File: src/rtl/fetch_sequencer_pkg.sv
// Shared types and constants for the instruction-cycle controller.
// No logic; enums, defaults and next-PC action codes only.
// Imported by the interface, the top level and its bench.
package fseq_pkg;

    // Default PC / instruction-address width.
    localparam int FSEQ_AW_DEF = 8;

    // Controller states; one instruction walks FETCH..NEXT.
    typedef enum logic [3:0] {
        S_IDLE,
        S_FETCH,
        S_WAIT,
        S_LOAD,
        S_DECODE,
        S_EXEC,
        S_WAIT_EXEC,
        S_NEXT,
        S_HALT
    } fseq_state_e;

    // What the PC should do in the NEXT cycle.
    typedef enum logic [1:0] {
        ACT_NONE,
        ACT_INC,
        ACT_LOAD
    } next_act_e;

endpackage

File: src/rtl/fetch_sequencer_if.sv
// Bundle between the sequencer and its decoder, datapath, PC, IMEM and IR.
// Master is the sequencer; slave is the surrounding processor.
// Pure level/pulse signalling; no backpressure beyond start/exec_done.
interface fetch_sequencer_if
    import fseq_pkg::*;
#(
    parameter int AW = FSEQ_AW_DEF
) ();

    logic          start;
    logic [AW-1:0] pc_addr;
    logic          dec_jmp;
    logic          dec_jmpz;
    logic          dec_call;
    logic          dec_ret;
    logic          dec_end;
    logic [AW-1:0] dec_target;
    logic          z_flag;
    logic          exec_done;

    logic          PCI;
    logic          BRANCH;
    logic [AW-1:0] addr_in;
    logic          imem_re;
    logic          ir_load;
    logic          exec_start;
    logic          running;
    logic          halted;
    logic          ras_err;

    modport master (
        input  start, pc_addr, dec_jmp, dec_jmpz, dec_call, dec_ret, dec_end,
               dec_target, z_flag, exec_done,
        output PCI, BRANCH, addr_in, imem_re, ir_load, exec_start,
               running, halted, ras_err
    );

    modport slave (
        output start, pc_addr, dec_jmp, dec_jmpz, dec_call, dec_ret, dec_end,
               dec_target, z_flag, exec_done,
        input  PCI, BRANCH, addr_in, imem_re, ir_load, exec_start,
               running, halted, ras_err
    );

endinterface

File: src/rtl/fetch_sequencer_ras_stack.sv
// Return-address LIFO, DEPTH entries of AW bits; top is the last push.
// Push/pop take effect on the clock edge; top/full/empty are combinational.
// Push when full and pop when empty are ignored; caller decides the error.
module ras_stack #(
    parameter int DEPTH = 4,
    parameter int AW    = 8
) (
    input  logic          clk,
    input  logic          RST,
    input  logic          i_push,
    input  logic          i_pop,
    input  logic [AW-1:0] i_dat,
    output logic [AW-1:0] o_top,
    output logic          o_full,
    output logic          o_empty
);

    localparam int PW = (DEPTH > 1) ? $clog2(DEPTH) : 1;
    localparam logic [PW:0] FULL_CNT = DEPTH[PW:0];

    logic [PW:0]   r_sp;
    logic [AW-1:0] r_mem [DEPTH];
    logic [PW-1:0] w_top_idx;

    assign o_full    = (r_sp == FULL_CNT);
    assign o_empty   = (r_sp == '0);
    assign w_top_idx = r_sp[PW-1:0] - 1'b1;
    assign o_top     = r_mem[w_top_idx];

    // Stack pointer: counts valid entries, cleared by reset.
    always_ff @(posedge clk or posedge RST) begin
        if (RST) begin
            r_sp <= '0;
        end else if (i_push && !o_full) begin
            r_sp <= r_sp + 1'b1;
        end else if (i_pop && !o_empty) begin
            r_sp <= r_sp - 1'b1;
        end
    end

    // Storage: write the pushed address at the current pointer slot.
    always_ff @(posedge clk) begin
        if (i_push && !o_full) begin
            r_mem[r_sp[PW-1:0]] <= i_dat;
        end
    end

endmodule

File: src/rtl/fetch_sequencer.sv
// Instruction-cycle controller: fetch, IR load, decode, exec handshake, PC step.
// Plain instr = 5 + exec wait cycles (6 with immediate exec_done); branch = 4.
// Stalls only in WAIT_EXEC until exec_done; all outputs are registered state decodes.
module fetch_sequencer
    import fseq_pkg::*;
#(
    parameter int AW        = FSEQ_AW_DEF,
    parameter int IMEM_LAT  = 1,
    parameter int RAS_DEPTH = 4
) (
    input  logic              clk,
    input  logic              RST,
    fetch_sequencer_if.master bus
);

    localparam int CW = (IMEM_LAT > 2) ? $clog2(IMEM_LAT) : 1;
    localparam logic [CW-1:0] WAIT_INIT = CW'((IMEM_LAT > 1) ? (IMEM_LAT - 2) : 0);

    fseq_state_e   r_state;
    logic          r_pci;
    logic          r_branch;
    logic [AW-1:0] r_addr_in;
    logic          r_imem_re;
    logic          r_ir_load;
    logic          r_exec_start;
    logic          r_running;
    logic          r_halted;
    logic          r_ras_err;
    logic [AW-1:0] r_pc_q;
    logic [CW-1:0] r_wcnt;

    next_act_e     w_act;
    logic [AW-1:0] w_tgt;
    logic          w_halt;
    logic          w_err;
    logic          w_push;
    logic          w_pop;
    logic [AW-1:0] w_top;
    logic [AW-1:0] w_ret_addr;
    logic          w_full;
    logic          w_empty;

    // Return address is the instruction after the call; wraps naturally.
    assign w_ret_addr = r_pc_q + AW'(1);

    ras_stack #(
        .DEPTH (RAS_DEPTH),
        .AW    (AW)
    ) u_ras (
        .clk     (clk),
        .RST     (RST),
        .i_push  (w_push),
        .i_pop   (w_pop),
        .i_dat   (w_ret_addr),
        .o_top   (w_top),
        .o_full  (w_full),
        .o_empty (w_empty)
    );

    // Decode resolution in DECODE: end > ret > call > jmp > jmpz, else execute.
    always_comb begin
        w_act  = ACT_NONE;
        w_tgt  = bus.dec_target;
        w_halt = 1'b0;
        w_err  = 1'b0;
        w_push = 1'b0;
        w_pop  = 1'b0;
        if (r_state == S_DECODE) begin
            if (bus.dec_end) begin
                w_halt = 1'b1;
            end else if (bus.dec_ret) begin
                if (w_empty) begin
                    w_halt = 1'b1;
                    w_err  = 1'b1;
                end else begin
                    w_pop = 1'b1;
                    w_act = ACT_LOAD;
                    w_tgt = w_top;
                end
            end else if (bus.dec_call) begin
                if (w_full) begin
                    w_halt = 1'b1;
                    w_err  = 1'b1;
                end else begin
                    w_push = 1'b1;
                    w_act  = ACT_LOAD;
                end
            end else if (bus.dec_jmp) begin
                w_act = ACT_LOAD;
            end else if (bus.dec_jmpz) begin
                w_act = bus.z_flag ? ACT_LOAD : ACT_INC;
            end
        end
    end

    // Main FSM: next state plus registered Moore outputs for the state entered.
    always_ff @(posedge clk or posedge RST) begin
        if (RST) begin
            r_state      <= S_IDLE;
            r_pci        <= 1'b0;
            r_branch     <= 1'b0;
            r_addr_in    <= '0;
            r_imem_re    <= 1'b0;
            r_ir_load    <= 1'b0;
            r_exec_start <= 1'b0;
            r_running    <= 1'b0;
            r_halted     <= 1'b0;
            r_ras_err    <= 1'b0;
            r_pc_q       <= '0;
            r_wcnt       <= '0;
        end else begin
            r_pci        <= 1'b0;
            r_branch     <= 1'b0;
            r_addr_in    <= '0;
            r_imem_re    <= 1'b0;
            r_ir_load    <= 1'b0;
            r_exec_start <= 1'b0;
            r_running    <= 1'b1;
            r_halted     <= 1'b0;
            r_ras_err    <= r_ras_err | w_err;
            case (r_state)
                S_IDLE: begin
                    if (bus.start) begin
                        r_state   <= S_FETCH;
                        r_imem_re <= 1'b1;
                    end else begin
                        r_running <= 1'b0;
                    end
                end
                S_FETCH: begin
                    r_pc_q <= bus.pc_addr;
                    if (IMEM_LAT == 1) begin
                        r_state   <= S_LOAD;
                        r_ir_load <= 1'b1;
                    end else begin
                        r_state <= S_WAIT;
                        r_wcnt  <= WAIT_INIT;
                    end
                end
                S_WAIT: begin
                    if (r_wcnt == '0) begin
                        r_state   <= S_LOAD;
                        r_ir_load <= 1'b1;
                    end else begin
                        r_wcnt <= r_wcnt - 1'b1;
                    end
                end
                S_LOAD: begin
                    r_state <= S_DECODE;
                end
                S_DECODE: begin
                    if (w_halt) begin
                        r_state   <= S_HALT;
                        r_running <= 1'b0;
                        r_halted  <= 1'b1;
                    end else if (w_act == ACT_NONE) begin
                        r_state      <= S_EXEC;
                        r_exec_start <= 1'b1;
                    end else begin
                        r_state   <= S_NEXT;
                        r_pci     <= (w_act == ACT_INC);
                        r_branch  <= (w_act == ACT_LOAD);
                        r_addr_in <= (w_act == ACT_LOAD) ? w_tgt : '0;
                    end
                end
                S_EXEC: begin
                    r_state <= S_WAIT_EXEC;
                end
                S_WAIT_EXEC: begin
                    if (bus.exec_done) begin
                        r_state <= S_NEXT;
                        r_pci   <= 1'b1;
                    end
                end
                S_NEXT: begin
                    r_state   <= S_FETCH;
                    r_imem_re <= 1'b1;
                end
                S_HALT: begin
                    r_running <= 1'b0;
                    r_halted  <= 1'b1;
                end
                default: begin
                    r_state   <= S_IDLE;
                    r_running <= 1'b0;
                end
            endcase
        end
    end

    assign bus.PCI        = r_pci;
    assign bus.BRANCH     = r_branch;
    assign bus.addr_in    = r_addr_in;
    assign bus.imem_re    = r_imem_re;
    assign bus.ir_load    = r_ir_load;
    assign bus.exec_start = r_exec_start;
    assign bus.running    = r_running;
    assign bus.halted     = r_halted;
    assign bus.ras_err    = r_ras_err;

endmodule

File: src/flat_wrapper.sv
// flat-port wrapper written by rule: the top's interface ports become plain ports
module fetch_sequencer_flat import fseq_pkg::*;
#(
    parameter int AW        = FSEQ_AW_DEF,
    parameter int IMEM_LAT  = 1,
    parameter int RAS_DEPTH = 4
)
  (clk, RST, bus_start, bus_pc_addr, bus_dec_jmp, bus_dec_jmpz, bus_dec_call, bus_dec_ret, bus_dec_end, bus_dec_target, bus_z_flag, bus_exec_done, bus_PCI, bus_BRANCH, bus_addr_in, bus_imem_re, bus_ir_load, bus_exec_start, bus_running, bus_halted, bus_ras_err);
  fetch_sequencer_if #(.AW(AW)) bus_i ();
  input  logic clk;
  input  logic RST;
  input wire logic [$bits(bus_i.start)-1:0] bus_start;
  input wire logic [$bits(bus_i.pc_addr)-1:0] bus_pc_addr;
  input wire logic [$bits(bus_i.dec_jmp)-1:0] bus_dec_jmp;
  input wire logic [$bits(bus_i.dec_jmpz)-1:0] bus_dec_jmpz;
  input wire logic [$bits(bus_i.dec_call)-1:0] bus_dec_call;
  input wire logic [$bits(bus_i.dec_ret)-1:0] bus_dec_ret;
  input wire logic [$bits(bus_i.dec_end)-1:0] bus_dec_end;
  input wire logic [$bits(bus_i.dec_target)-1:0] bus_dec_target;
  input wire logic [$bits(bus_i.z_flag)-1:0] bus_z_flag;
  input wire logic [$bits(bus_i.exec_done)-1:0] bus_exec_done;
  output wire logic [$bits(bus_i.PCI)-1:0] bus_PCI;
  output wire logic [$bits(bus_i.BRANCH)-1:0] bus_BRANCH;
  output wire logic [$bits(bus_i.addr_in)-1:0] bus_addr_in;
  output wire logic [$bits(bus_i.imem_re)-1:0] bus_imem_re;
  output wire logic [$bits(bus_i.ir_load)-1:0] bus_ir_load;
  output wire logic [$bits(bus_i.exec_start)-1:0] bus_exec_start;
  output wire logic [$bits(bus_i.running)-1:0] bus_running;
  output wire logic [$bits(bus_i.halted)-1:0] bus_halted;
  output wire logic [$bits(bus_i.ras_err)-1:0] bus_ras_err;
  assign bus_i.start = bus_start;
  assign bus_i.pc_addr = bus_pc_addr;
  assign bus_i.dec_jmp = bus_dec_jmp;
  assign bus_i.dec_jmpz = bus_dec_jmpz;
  assign bus_i.dec_call = bus_dec_call;
  assign bus_i.dec_ret = bus_dec_ret;
  assign bus_i.dec_end = bus_dec_end;
  assign bus_i.dec_target = bus_dec_target;
  assign bus_i.z_flag = bus_z_flag;
  assign bus_i.exec_done = bus_exec_done;
  assign bus_PCI = bus_i.PCI;
  assign bus_BRANCH = bus_i.BRANCH;
  assign bus_addr_in = bus_i.addr_in;
  assign bus_imem_re = bus_i.imem_re;
  assign bus_ir_load = bus_i.ir_load;
  assign bus_exec_start = bus_i.exec_start;
  assign bus_running = bus_i.running;
  assign bus_halted = bus_i.halted;
  assign bus_ras_err = bus_i.ras_err;
  fetch_sequencer #(.AW(AW), .IMEM_LAT(IMEM_LAT), .RAS_DEPTH(RAS_DEPTH)) u_core (.clk(clk), .RST(RST), .bus(bus_i));
endmodule
File: config.mk
export PLATFORM = sky130hd
export DESIGN_NAME = fetch_sequencer_flat
export DESIGN_NICKNAME = d
export VERILOG_FILES = /design/src/rtl/fetch_sequencer_pkg.sv /design/src/rtl/fetch_sequencer_if.sv /design/src/rtl/fetch_sequencer_ras_stack.sv /design/src/rtl/fetch_sequencer.sv /design/src/flat_wrapper.sv
export SDC_FILE = /design/constraint.sdc
export NUM_CORES = 1
export LEC_CHECK = 0
export CAP_MARGIN = 10
export CORE_MARGIN = 2
export CORE_UTILIZATION = 54
export CTS_CLUSTER_SIZE = 10
export DETAILED_ROUTE_END_ITERATION = 12
export PLACE_DENSITY = 0.87
export SKIP_LAST_GASP = 1
export SYNTH_ARGS = -nofsm -noshare
export SYNTH_HDL_FRONTEND = slang
export SYNTH_HIERARCHICAL = 1
export SYNTH_SLANG_ARGS = --single-unit
File: constraint.sdc
create_clock -name clk -period 3.29 [get_ports clk]
set_input_delay 0.658 -clock clk [delete_from_list [all_inputs] [get_ports clk]]
set_output_delay 0.658 -clock clk [all_outputs]
set_load 0.01 [all_outputs]
=== Word level (Yosys, flattened, before mapping) ===
Memories as Yosys holds them, arrays and structs flattened.
Cells that the tools add are included.

* Add/subtract/negate cells: 5
* Equality and inequality tests: 14
* Muxes and demuxes: 62
* Bitwise gates (word level): 2
* Reductions and logical operators: 10

{| class="wikitable"
|+ Operator list
! cell !! count
|-
| two-way mux 8 bit || 7
|-
| case mux 4 bit (9 select lines) || 1
|-
| two-way mux 1 bit || 33
|-
| two-way mux 2 bit || 10
|-
| equality test 4 x 3 -> 1 bit, second input constant || 4
|-
| two-way mux 4 bit || 4
|-
| adder 8 x 1 -> 8 bit, second input constant || 1
|-
| equality test 4 x 2 -> 1 bit, second input constant || 2
|-
| case mux 1 bit (2 select lines) || 4
|-
| two-way mux 3 bit || 2
|-
| inequality test 2 bit, second input constant || 3
|-
| OR reduction 6 bit || 1
|-
| equality test 4 x 1 -> 1 bit, second input constant || 1
|-
| equality test 4 bit, second input constant || 1
|-
| zero test 4 bit || 1
|-
| AND reduction 4 bit || 1
|-
| adder 3 x 1 -> 3 bit, second input constant || 1
|-
| equality test 3 bit, second input constant || 1
|-
| zero test 3 bit || 1
|-
| case mux 1 bit (3 select lines) || 1
|-
| subtractor 3 x 1 -> 3 bit, second input constant || 1
|-
| equality test 2 x 1 -> 1 bit, second input constant || 1
|-
| equality test 2 bit, second input constant || 1
|-
| logical AND 1 bit || 2
|-
| other kinds (7) || 8
|}

* Register bits after elaboration: 32
* Bits in writable memories: 32
* Input port bits: 26
* Output and inout bits: 16
* Word-level logic and storage cells: 107
* Memories kept: 1

{| class="wikitable"
|+ Memory list
! name !! depth !! bits a word !! read ports !! clocked after memory_dff !! wr ports !! line !! RTL
|-
| u_core.u_ras.r_mem || 4 || 8 || 1 || 0 || 1 || fetch_sequencer_ras_stack.sv:22 || <nowiki>logic [AW-1:0] r_mem [DEPTH];</nowiki>
|}

=== Depth between registers and ports, before layout ===
* Depth after elaboration: 12
* Depth in mapped cells: 12
* Depth with buffers taken out: 11

=== Hierarchy ===
The synthesis kept the hierarchy.

{| class="wikitable"
|+ By module, submodules not included
! module !! instances !! cells an instance !! area an instance (µm²) !! seq. area each (µm²)
|-
| ras_stack || 1 || 78 || 1,478.9 || 1,036.0
|-
| fetch_sequencer || 1 || 123 || 1,366.3 || 700.7
|}

=== Least setup slack after synthesis ===
OpenSTA, ideal clock, no wires.

* Path kind: input port to flip-flop
* Start: input bus_dec_end
* End: register u_core.u_ras.r_sp[1]
* Library setup time: 0.123 ns
* Arrival time: 2.997 ns
* Data required time: 3.167 ns
* Slack: 0.170 ns
* Cell stages on the path: 8
* Buffers on the path: 0
* Cells stage by stage: or4_4 -> nor4b_1 -> a21boi_2 -> xnor2_1 -> ha_1 -> nand2b_1 -> o31a_1 -> o221a_1

* Word-level cells in the longest chain between the ends: 4
* Elaborated cells on any way between the ends: 8
* Those cells by class: mux: 5; reduce/logical: 3

{| class="wikitable"
|+ RTL lines
! element !! line !! RTL
|-
| from (decl) || flat_wrapper.sv:18 || <nowiki>input wire logic [$bits(bus_i.dec_end)-1:0] bus_dec_end;</nowiki>
|-
| two-way mux 1 bit (*) || fetch_sequencer.sv:69 || <nowiki>if (bus.dec_end) begin</nowiki>
|-
| two-way mux 1 bit (*) || fetch_sequencer.sv:68 || <nowiki>if (r_state == S_DECODE) begin</nowiki>
|-
| named net u_core.w_push || fetch_sequencer.sv:36 || <nowiki>logic w_push;</nowiki>
|-
| logical AND 1 bit (*) || fetch_sequencer_ras_stack.sv:34 || <nowiki>end else if (i_push && !o_full) begin</nowiki>
|-
| two-way mux 3 bit or nonzero test 2 bit (tied branches) || -- ||
|-
| to (signal assigned) || fetch_sequencer_ras_stack.sv:35 || <nowiki>r_sp <= r_sp + 1'b1;</nowiki>
|-
| to (signal assigned) || fetch_sequencer_ras_stack.sv:37 || <nowiki>r_sp <= r_sp - 1'b1;</nowiki>
|-
| to (decl) || fetch_sequencer_ras_stack.sv:21 || <nowiki>logic [PW:0] r_sp;</nowiki>
|}

Mark *: on every way through the listed nets, which the timed path passes. The rest lies on a longest branch.
A chain may end at the register's enable or synchronous reset.

=== Worst setup path after layout ===
* Start: input bus_dec_end
* End: register u_core.u_ras.r_sp[2]

Same word-level chain as after synthesis.

==> results.rst <==
.. list-table::
   :header-rows: 1

   * - Metric
     - Value
   * - Run status
     - complete, no violations
   * - Async S/R FF share, synth
     - 49.2%
   * - Total DRC errors in the routed layout
     - 0
   * - Syn_area_per_cell
     - 14.2 µm²
   * - Clock-pin slew on the worst setup and hold paths
     - 70 ps
   * - Buffers on Ports
     - 41
   * - Final number of hold-violating endpoints
     - 0
   * - CTS sink count
     - 63
   * - Area of all placed cells without fillers
     - 0.00354 mm²
   * - Kind of path behind the tightest hold check
     - reg -> reg
   * - Start-to-end type of the worst setup path
     - in -> reg
   * - Number of failing setup endpoints in the final timing report
     - 0
   * - Worst Clk Skew
     - 6.65 ps
   * - Critical-path maximum fanout
     - 4
   * - Num CTS Buffers
     - 9
   * - Post-Place Worst Slack
     - 14.4 ps
   * - ANT cells
     - 0
   * - Post-detailed-route wirelength per cell
     - 15.0 µm
   * - Yosys warnings
     - 6
   * - Unrepaired setup endpoints after global routing
     - false
   * - Post-synth net total
     - 233
   * - Routability congestion estimate from global placement
     - 0.889
   * - TritonCTS clock tree
     - built
   * - Worst max-slew margin expressed relative to the limit
     - 60.8%
   * - Area of the die
     - 0.00587 mm²
   * - Complex-gate fraction of the synthesized area
     - 6.64%
   * - Power Density
     - 786 mW/mm²
   * - Max Slew Vio Count
     - 0
   * - Top routing layer in use
     - met4
   * - GRT Util Overall
     - 18.9%
   * - Cells taking the most area after synthesis
     - edfxtp_1 34%, dfrtp_1 27%, mux4_2 6.3%, mux2i_1 3.2%, mux2_2 2.8%
   * - Insertion delay to the later sink of the worst-skew pair
     - 340 ps
   * - Element type at the critical path start
     - input port
   * - Routed vias
     - 1767
   * - XOR/XNOR share of the synthesized area
     - 3.08%
   * - Commonest register cell after synthesis
     - edfxtp_1
   * - Number of nets at the end of the flow
     - 283
   * - Row cnt
     - 26
   * - Setup Total Neg Slack
     - 0 ps
   * - Total detailed-routing wirelength
     - 4900 µm
   * - Gate count after technology mapping
     - 201
   * - CTS hold repair buffers
     - 0
   * - Multiplexer share of the synthesized area
     - 12.3%
   * - Violation count after the first detailed-routing iteration
     - 74
   * - Final worst path period share
     - 89.5%
   * - Post-CTS sizing
     - 0
   * - Die extent in x
     - 76.6 µm
   * - Number of synthesized flops with an enable pin
     - 32
   * - Max-capacitance violation count
     - 0
   * - Main combinational cell family by area after synthesis
     - multiplexers
   * - Data arrival time of the critical path
     - 3130 ps
   * - Vias in the first global route
     - 1735
   * - Leakage power
     - 1.37 nW
   * - Transition time at the pin with the least slew margin
     - 584 ps
   * - Height of the chip
     - 76.6 µm
   * - First-pass GRT wire length
     - 8450 µm
   * - Final Power
     - 2.78 mW
   * - Endpoint class of the critical path
     - flip-flop
   * - Overflow left after global routing
     - 0
   * - Post-synth top area cell
     - edfxtp_1
   * - Final HPWL from detailed placement
     - 3480 µm
   * - # H-tree levels
     - 3
   * - End-of-flow core utilization
     - 69.4%
   * - Antenna violations before repair
     - 0
   * - Simple-Gate Fraction of Synth Area
     - 11.4%
   * - Most frequently used cell type in the post-synthesis netlist
     - edfxtp_1
   * - Layout area overhead
     - 24.6%
   * - Max Root-Sink Buffers
     - 2
   * - Cell variety after synth
     - 51
   * - Required @ worst endpoint
     - 3480 ps
   * - Number of filler instances in the final layout
     - 361
   * - Worst Setup Slack, final
     - 347 ps
   * - Minimum clock period after layout
     - 2940 ps
   * - Pin count of the biggest net entering global routing
     - 29
   * - Cell area after technology mapping
     - 0.00285 mm²
   * - Sum of routed wire segments on met1
     - 2110 µm
   * - Layout cells sized above 1
     - 19.5%
   * - Via-per-instance ratio
     - 5.42
   * - Flops & latches, synth
     - 63
   * - Total met2 wirelength after detailed routing
     - 2380 µm
   * - Worst vdd rail ir drop
     - 0.000478 V
   * - Length of the first detailed-routing pass in iterations
     - 4
   * - Buffers inserted by post-CTS timing repair
     - 0
   * - Max Clk Rate
     - 340 MHz
   * - Met3 routed WL
     - 355 µm
   * - I/O Pins
     - 42
   * - Arithmetic-cell share of the synthesized area counting full adders, half adders and majority gates
     - 2.64%
   * - Fraction of the yosys area taken by sequential cells
     - 61.0%
   * - Core box area
     - 0.00511 mm²
   * - Initial Util
     - 55.7%
   * - Top cell type's share of synthesized area
     - 33.8%
   * - Clk Tree Root Cell
     - clkbuf_8
   * - Top post-synthesis cells by count
     - 32 x edfxtp_1, 31 x dfrtp_1, 13 x nor2_1
   * - Area of placed instances
     - 0.00334 mm²
   * - Post-DRT Antenna Nets
     - 0
-- per-stage QoR --
stage               cells  hold slack [ps]
floorplan             201              412
global placement      310              441
detailed placement    310              448
CTS                   326              463
global route          326              490
finish                326              460
-- critical path: stages --
cell and delay [ps]:
clkdlybuf4s50_1 420, or4_4 560, nor4b_1 380, a21boi_2 270, xnor2_1 90, ha_1 220
or3b_1 350, o311ai_0 100, a41oi_1 90
-- report_power, final --
group | leakage (nW) | switching [mW] | internal (mW)
registers | 0.683 | 0.158 | 1.04
logic | 0.579 | 0.441 | 0.463
clock network | 0.103 | 0.307 | 0.374
total | 1.37 | 0.905 | 1.88
-- cell type report --
type	instances	area (µm²)	area share (%)
well taps	70	87.6	2.47
inverters	11	41.3	1.16
clock buffers	10	138	3.88
repair buffers	46	448	12.6
multi-input cells	120	1020	28.9
flip-flops and latches	63	1740	49.0
clock inverters	6	68.8	1.94
-- cell families (layout without fill, tap and decap cells) --
kind of cell	after synthesis	in the layout
buffers and inverters	18	73
and+or+nand+nor	54	54
AOI/OAI and AO/OA	26	26
muxes	24	24
xor gates and xnor gates	10	10
DFF	63	63
adders and majority gates	6	6
-- registers in the layout, summed over array words and instances (netlist names), 3 cells and up --
register,cells
u_core/u_ras/r_mem,32
u_core/bus.addr_in,8
u_core/r_pc_q,8
u_core/r_state,4
u_core/u_ras/r_sp,3
-- per-layer routing --
layer | vias to the layer above | global-route usage, %
met5 | - | 0
met4 | 0 | 6.55
met3 | 8 | 7.11
met2 | 70 | 29.4
met1 | 848 | 24.7
li1 | 841 | -
-- path summary, 6_finish.rpt --
kind | from | end | slack [ps] | cells after the start
max in group asynchronous | RST | u_core/bus.addr_in[0]$_DFF_PP0_ | 2330 | 3
min in group asynchronous | RST | u_core/u_ras/r_sp[0]$_DFFE_PP0P_ | 510 | 2
min | u_core/bus.ras_err$_DFF_PP0_ | u_core/bus.ras_err$_DFF_PP0_ | 460 | 1
max | bus_dec_end | u_core/u_ras/r_sp[2]$_DFFE_PP0P_ | 350 | 9
min reg2reg | u_core/bus.ras_err$_DFF_PP0_ | u_core/bus.ras_err$_DFF_PP0_ | 460 | 1
max reg2reg | u_core/r_state[3]$_DFFE_PP0P_ | u_core/u_ras/r_sp[2]$_DFFE_PP0P_ | 490 | 9
-- layout by cell type, fill, tap and decap left out, drive strengths merged, types with 5 or more instances in the layout --
cell | netlist | layout
clkdlybuf4s50 | 0 | 41
o21ai | 6 | 6
mux2i | 9 | 9
inv | 11 | 12
dfrtp | 31 | 31
nand3 | 5 | 5
ha | 6 | 6
clkbuf | 3 | 10
nor2 | 14 | 14
nand2 | 9 | 9
mux2 | 7 | 7
nand2b | 6 | 6
buf | 4 | 5
edfxtp | 32 | 32
xnor2 | 7 | 7
mux4 | 8 | 8
No activity file was read; power rests on OpenSTA's default activity.
